===== src/rtl/multicycle_ctrl.sv =====
`timescale 1ns/1ps
// ---------------------------------------------------------------------------
// multicycle_ctrl
//
// Sequencing controller for the multi-cycle lab processor datapath. It walks
// the shared ALU, register file and single-port memory through FETCH,
// DECODE, EXEC, MEM and WB, one instruction at a time. It also waits on a
// memory ready handshake, so memory latency may vary.
//
// Ports:
//   clk         in   system clock, rising edge
//   rst         in   synchronous, active-high reset
//   opcode[3:0] in   IR opcode, valid in DECODE
//   zero        in   ALU zero flag, sampled in EXEC (BEQ)
//   mem_ready   in   memory finishes the current access this cycle
//   mem_rd      out  memory read request (fetch or LW)
//   mem_wr      out  memory write request (SW)
//   ir_en       out  load IR from memory data
//   pc_inc      out  PC <= PC + 1
//   pc_load     out  PC <= target (J, taken BEQ)
//   alu_op[2:0] out  000 ADD, 001 SUB, 010 AND, 011 OR, 100 SLT
//   alu_src     out  0 = register B, 1 = immediate
//   write_en    out  register-file write
//   wb_sel      out  0 = ALU result, 1 = memory data
//   instr_done  out  pulse in the last cycle of each instruction
//   halted      out  controller is in HALT
//   err         out  memory timeout seen, sticky until reset
//
// Parameters:
//   TIMEOUT_CYC  maximum consecutive memory wait cycles (4-bit counter)
//
// Build option:
//   MCTRL_TIMEOUT_EN  when defined, a memory wait of TIMEOUT_CYC cycles in
//                     FETCH or MEM forces HALT and sets err. When undefined,
//                     waits are unbounded and err is tied low.
//
// State   | meaning
// --------+---------------------------------------------------------------
// INIT    | one idle cycle after reset, all outputs low
// FETCH   | read instruction; on mem_ready load IR and bump PC
// DECODE  | capture opcode; J, HLT and illegal opcodes finish here
// EXEC    | drive ALU; BEQ resolves here
// MEM     | data access for LW/SW, held until mem_ready
// WB      | register-file write (ALU result or load data)
// HALT    | absorbing, only rst leaves
// ---------------------------------------------------------------------------
module multicycle_ctrl #(
  parameter int unsigned TIMEOUT_CYC = 15
) (
  input  logic       clk,
  input  logic       rst,
  input  logic [3:0] opcode,
  input  logic       zero,
  input  logic       mem_ready,
  output logic       mem_rd,
  output logic       mem_wr,
  output logic       ir_en,
  output logic       pc_inc,
  output logic       pc_load,
  output logic [2:0] alu_op,
  output logic       alu_src,
  output logic       write_en,
  output logic       wb_sel,
  output logic       instr_done,
  output logic       halted,
  output logic       err
);

  localparam logic [3:0] OP_ADD  = 4'b0000;
  localparam logic [3:0] OP_SUB  = 4'b0001;
  localparam logic [3:0] OP_AND  = 4'b0010;
  localparam logic [3:0] OP_OR   = 4'b0011;
  localparam logic [3:0] OP_SLT  = 4'b0100;
  localparam logic [3:0] OP_ADDI = 4'b0101;
  localparam logic [3:0] OP_LW   = 4'b1000;
  localparam logic [3:0] OP_SW   = 4'b1001;
  localparam logic [3:0] OP_BEQ  = 4'b1010;
  localparam logic [3:0] OP_J    = 4'b1100;
  localparam logic [3:0] OP_HLT  = 4'b1111;

  localparam logic [2:0] ALU_ADD = 3'b000;
  localparam logic [2:0] ALU_SUB = 3'b001;

  typedef enum logic [2:0] {
    S_INIT   = 3'd0,
    S_FETCH  = 3'd1,
    S_DECODE = 3'd2,
    S_EXEC   = 3'd3,
    S_MEM    = 3'd4,
    S_WB     = 3'd5,
    S_HALT   = 3'd6
  } state_t;

  state_t     r_state;
  state_t     w_next;
  logic [3:0] r_op_q;
  logic       w_legal;
  logic       w_op_lw;
  logic       w_op_sw;

  function automatic logic f_legal(input logic [3:0] op);
    logic ok;
    case (op)
      OP_ADD, OP_SUB, OP_AND, OP_OR, OP_SLT, OP_ADDI,
      OP_LW, OP_SW, OP_BEQ, OP_J, OP_HLT: ok = 1'b1;
      default:                            ok = 1'b0;
    endcase
    return ok;
  endfunction

  // DECODE must act on the live opcode: r_op_q only becomes valid after it.
  assign w_legal = f_legal(opcode);
  assign w_op_lw = (r_op_q == OP_LW);
  assign w_op_sw = (r_op_q == OP_SW);

`ifdef MCTRL_TIMEOUT_EN
  localparam logic [3:0] TO_LAST = 4'(TIMEOUT_CYC - 1);

  logic [3:0] r_wait_cnt;
  logic       r_err;
  logic       w_waiting;
  logic       w_timeout;

  assign w_waiting = ((r_state == S_FETCH) || (r_state == S_MEM)) && !mem_ready;
  // This wait cycle is the TIMEOUT_CYC-th one in a row.
  assign w_timeout = w_waiting && (r_wait_cnt == TO_LAST);
  assign err       = r_err;
`else
  logic w_unused_timeout_cfg;

  assign w_unused_timeout_cfg = (TIMEOUT_CYC == 0);
  assign err                  = 1'b0;
`endif

  // Next-state logic.
  always_comb begin
    w_next = r_state;
    case (r_state)
      S_INIT:   w_next = S_FETCH;
      S_FETCH:  if (mem_ready) w_next = S_DECODE;
      S_DECODE: begin
        if (opcode == OP_J)       w_next = S_FETCH;
        else if (opcode == OP_HLT) w_next = S_HALT;
        else if (!w_legal)         w_next = S_FETCH;
        else                       w_next = S_EXEC;
      end
      S_EXEC: begin
        case (r_op_q)
          OP_LW, OP_SW: w_next = S_MEM;
          OP_BEQ:       w_next = S_FETCH;
          default:      w_next = S_WB;
        endcase
      end
      S_MEM: begin
        if (mem_ready) w_next = w_op_lw ? S_WB : S_FETCH;
      end
      S_WB:     w_next = S_FETCH;
      S_HALT:   w_next = S_HALT;
      default:  w_next = S_INIT;
    endcase
`ifdef MCTRL_TIMEOUT_EN
    if (w_timeout) w_next = S_HALT;
`endif
  end

  always_ff @(posedge clk) begin
    if (rst) begin
      r_state <= S_INIT;
      r_op_q  <= 4'b0000;
`ifdef MCTRL_TIMEOUT_EN
      r_wait_cnt <= 4'd0;
      r_err      <= 1'b0;
`endif
    end else begin
      r_state <= w_next;
      if (r_state == S_DECODE) r_op_q <= opcode;
`ifdef MCTRL_TIMEOUT_EN
      // Only consecutive waits within one state count toward the limit.
      if (w_next != r_state)  r_wait_cnt <= 4'd0;
      else if (w_waiting)     r_wait_cnt <= r_wait_cnt + 4'd1;
      if (w_timeout)          r_err <= 1'b1;
`endif
    end
  end

  // Moore outputs from state and r_op_q. The only input terms are the
  // handshake/flag qualifiers (mem_ready in FETCH/MEM, zero in EXEC) and the
  // live opcode in DECODE.
  always_comb begin
    mem_rd     = 1'b0;
    mem_wr     = 1'b0;
    ir_en      = 1'b0;
    pc_inc     = 1'b0;
    pc_load    = 1'b0;
    alu_op     = ALU_ADD;
    alu_src    = 1'b0;
    write_en   = 1'b0;
    wb_sel     = 1'b0;
    instr_done = 1'b0;
    halted     = 1'b0;
    case (r_state)
      S_FETCH: begin
        mem_rd = 1'b1;
        ir_en  = mem_ready;
        pc_inc = mem_ready;
      end
      S_DECODE: begin
        if (opcode == OP_J) begin
          pc_load    = 1'b1;
          instr_done = 1'b1;
        end else if (!w_legal) begin
          instr_done = 1'b1;
        end
      end
      S_EXEC: begin
        case (r_op_q)
          OP_ADD, OP_SUB, OP_AND, OP_OR, OP_SLT: begin
            // Register-register opcodes carry the ALU encoding in their low bits.
            alu_op  = r_op_q[2:0];
            alu_src = 1'b0;
          end
          OP_ADDI, OP_LW, OP_SW: begin
            alu_op  = ALU_ADD;
            alu_src = 1'b1;
          end
          OP_BEQ: begin
            alu_op     = ALU_SUB;
            alu_src    = 1'b0;
            pc_load    = zero;
            instr_done = 1'b1;
          end
          default: ;
        endcase
      end
      S_MEM: begin
        mem_rd     = w_op_lw;
        mem_wr     = w_op_sw;
        instr_done = w_op_sw && mem_ready;
      end
      S_WB: begin
        write_en   = 1'b1;
        wb_sel     = w_op_lw;
        instr_done = 1'b1;
      end
      S_HALT: halted = 1'b1;
      default: ;
    endcase
  end

endmodule


===== config.mk =====
export PLATFORM = sky130hd
export DESIGN_NAME = multicycle_ctrl
export DESIGN_NICKNAME = d
export VERILOG_FILES = /design/src/rtl/multicycle_ctrl.sv
export SDC_FILE = /design/constraint.sdc
export NUM_CORES = 1
export LEC_CHECK = 0
export ABC_AREA = 1
export CAP_MARGIN = 10
export CORE_MARGIN = 3
export CORE_UTILIZATION = 30
export CTS_CLUSTER_SIZE = 20
export DETAILED_ROUTE_END_ITERATION = 7
export GPL_TIMING_DRIVEN = 1
export MAX_ROUTING_LAYER = met4
export PLACE_DENSITY = 0.7
export SLEW_MARGIN = 10
export SYNTH_ARGS = -nofsm -noshare
export SYNTH_HDL_FRONTEND = slang
export SYNTH_SLANG_ARGS = --single-unit
export TNS_END_PERCENT = 20

===== constraint.sdc =====
create_clock -name clk -period 1.2 [get_ports clk]
set_input_delay 0.24 -clock clk [delete_from_list [all_inputs] [get_ports clk]]
set_output_delay 0.24 -clock clk [all_outputs]
set_load 0.05 [all_outputs]

==> flow_summary.yaml <==
placed_design:
  place_congestion: 0.928
  dpl.hpwl_mm: 1.75
  numPortBuffers: 20
  dp_cells: 182
logic_synthesis:
  synth.distinct_cells: 18
  synthMostInstantiatedCell: "nand2_1"
  async_flop_share_pct: 0
  synthCells: 108
  synth_common_cells: "nand2_1 (29), inv_1 (21), nor2_1 (11), a21oi_1 (10), o21ai_0 (8)"
  ys_ff_latch: 7
  synthTopCellsByArea: "dfxtp_1 (23%), nand2_1 (18%), inv_1 (13%), a21oi_1 (8.2%), nor2_1 (6.7%)"
  netlist_area_um2: 612
  synth_enable_flop_cells: 0
  yosysTopAreaCell: "dfxtp_1"
  syn_area_per_cell_um2: 5.67
  synth_top_area_share_pct: 22.9
  synth_nets: 119
  synth-main-ff-cell: "dfxtp_1"
  yosysWarnings: 0
  ys_seq_area_share_pct: 22.9
critical_path:
  slowest_delay_ps: 380
  cp_num_buf_inv: 2
  start_kind: "flop"
  critical_path.top_delay_family: "simple AND/OR/NAND/NOR gates"
  reg2reg_slack_ps: -160
  reg2reg_to: "r_state[0]"
  required_ps: 960
  cpMaxStageDelayCell: "or3_4"
  endpoint: "pc_load"
  cp_data_arrival_time_ps: 1510
  reg2reg_depth: 10
  regToRegStartpoint: "r_state[0]"
  end_kind: "output pin"
  worst-path-max-fanout: 3
  startpoint: "r_state[1]"
  path_class: "reg2out"
  cp_cell_sequence: "nand2_4 > nor2_4 > inv_2 > or3_4 > o21ai_4 > buf_12"
  crit_cells: 6
grt:
  gr-usage-all-layers_pct: 18.9
  grt_pass1_vias: 918
  grt_remaining_overflow: 0
  grt_max_degree: 9
  antenna_found_initial: 0
  grt_pass1_wl_mm: 3.58
die:
  fp.dieW_um: 51.2
  fp.coreArea_um2: 1820
  io_pins: 22
  die_h_um: 51.2
  fp-row-count: 15
  start_util_pct: 33.6
  dieArea_um2: 2620
timing:
  setup_ws_ps: -554
  post-route-period-util_pct: 146
  skew_ps: 5.32
  period_minus_slack_ps: 1750
  slew_violations: 0
  final-setup-viol-count: 19
  max_freq_mhz: 570
  hold_viol_final: 0
  rsz0062_at_grt: "true"
  timing.setup.tns_ps: -6740
layout:
  diodes: 0
  stdcell_count: 193
  drive_above_1_share_pct: 57.7
  area_growth_pct: 140
  nNetsFinal: 180
route:
  drc_errors: 0
  drtPass1Iterations: 4
  wirelength_mm: 2.41
  drt_iter0_markers: 8
  antenna_left: 0
  routedWlPerCell_um: 12.5
  avgViaCountPerCell: 4.75
  via_count: 916
power_and_ir_drop:
  ir_drop_mv: 0.692
  p_leak_nw: 0.691
  powerDensity_nw_per_um2: 1550
clock_tree:
  cts_made_buffers: 3
  clk_latency_ps: 260
  htree_levels: 1
  cts_root_buffer: "clkbuf_4"
  clk_pin_slew_worst_paths_ps: 60
  cts_tree: "built"
  ctsHoldBuffers: 0
  clockBufferDepth: 2
  cts.sinks: 7
outcome:
  status: "finished, violations left"
  violations: "negative setup slack"
job:
  cap_violations: 0
hold_path:
  hp-class: "in2reg"
-- cell families after synthesis --
family | Yosys count | synth area share [%]
AOI/OAI and AO/OA | 20 | 17.0
adders and majority gates | 3 | 6.14
buffers and inverters | 24 | 16.0
DFF | 7 | 22.9
other | 1 | 0.613
and+or+nand+nor | 53 | 37.4
-- through the flow --
stage               hold WS, ps  util, %  worst slack [ps]  total power, W  instance area [um2]
floorplan                   302        -              -364         0.00108                  714
finish                      428     80.6              -554         0.00228                 1470
CTS                         413     76.6              -584         0.00207                 1390
global route                414     80.6              -612         0.00244                 1470
detailed placement          665     71.1              -762         0.00175                 1290
global placement            663     71.1              -682         0.00171                 1290
-- worst reg2reg max path: stages, from the launching register on --
cell	delay [ps]
dfxtp_2	330
buf_4	150
inv_4	70
nand2_4	70
nor2_4	120
buf_4	120
buf_6	110
nand2_1	60
nand4_1	90
nand2_1	70
a21oi_2	110
-- where the power goes --
group | switching, W | internal, W | total, W
clock network | 0.0000964 | 0.000122 | 0.000219
logic | 0.000920 | 0.000747 | 0.00167
registers | 0.0000741 | 0.000322 | 0.000396
total | 0.00109 | 0.00119 | 0.00228
-- how the worst min path moves through the flow --
stage	from	to	slack, ps	depth (start not counted)
finish	opcode[0]	r_op_q[0]	430	3
floorplan	rst	r_state[2]	300	1
detailed placement	r_op_q[2]	r_op_q[2]	660	3
CTS	opcode[0]	r_op_q[0]	410	3
global route	opcode[0]	r_op_q[0]	410	3
global placement	r_op_q[2]	r_op_q[2]	660	3
-- cell type report --
cell class              count  area [um2]
multi-input cells          77         558
repair buffers             58         614
flip-flops and latches      7         149
clock buffers               3        22.5
inverters                  22        87.6
well taps                  25        31.3
fillers                   119         353
clock inverters             1        5.00
-- flip-flops by register name, indices dropped and copies added (netlist names) --
| signal | flops |
|---|---|
| r_state | 3 |
| r_op_q | 4 |
-- repair_timing --
action                                  CTS  global route
pin swaps                                 4             9
endpoints found under the hold margin     0             0
cloned                                    0             0
buffers inserted                          5             3
endpoints found under the setup margin   17            20
gates resized for setup                  19            23
-- layer usage --
layer | global-route usage [%] | part of all wire, %
met3 | 1.75 | 4.3
met2 | 33.0 | 57
met4 | 12.6 | 2.0
met5 | - | 0
met1 | 20.0 | 37
-- layout by cell type, fill, tap and decap left out, drive strengths merged --
cell type	n
clkdlybuf4s50	3
a21oi	10
clkinv	1
o21ai	10
inv	22
nor3	1
nand2	29
nor4	2
dlygate4sd2	4
buf	51
nand4	2
clkbuf	3
dfxtp	7
nor2	13
nand3	5
or3	1
conb	1
ha	3
Note: power is estimated with default switching activity, not from simulation.
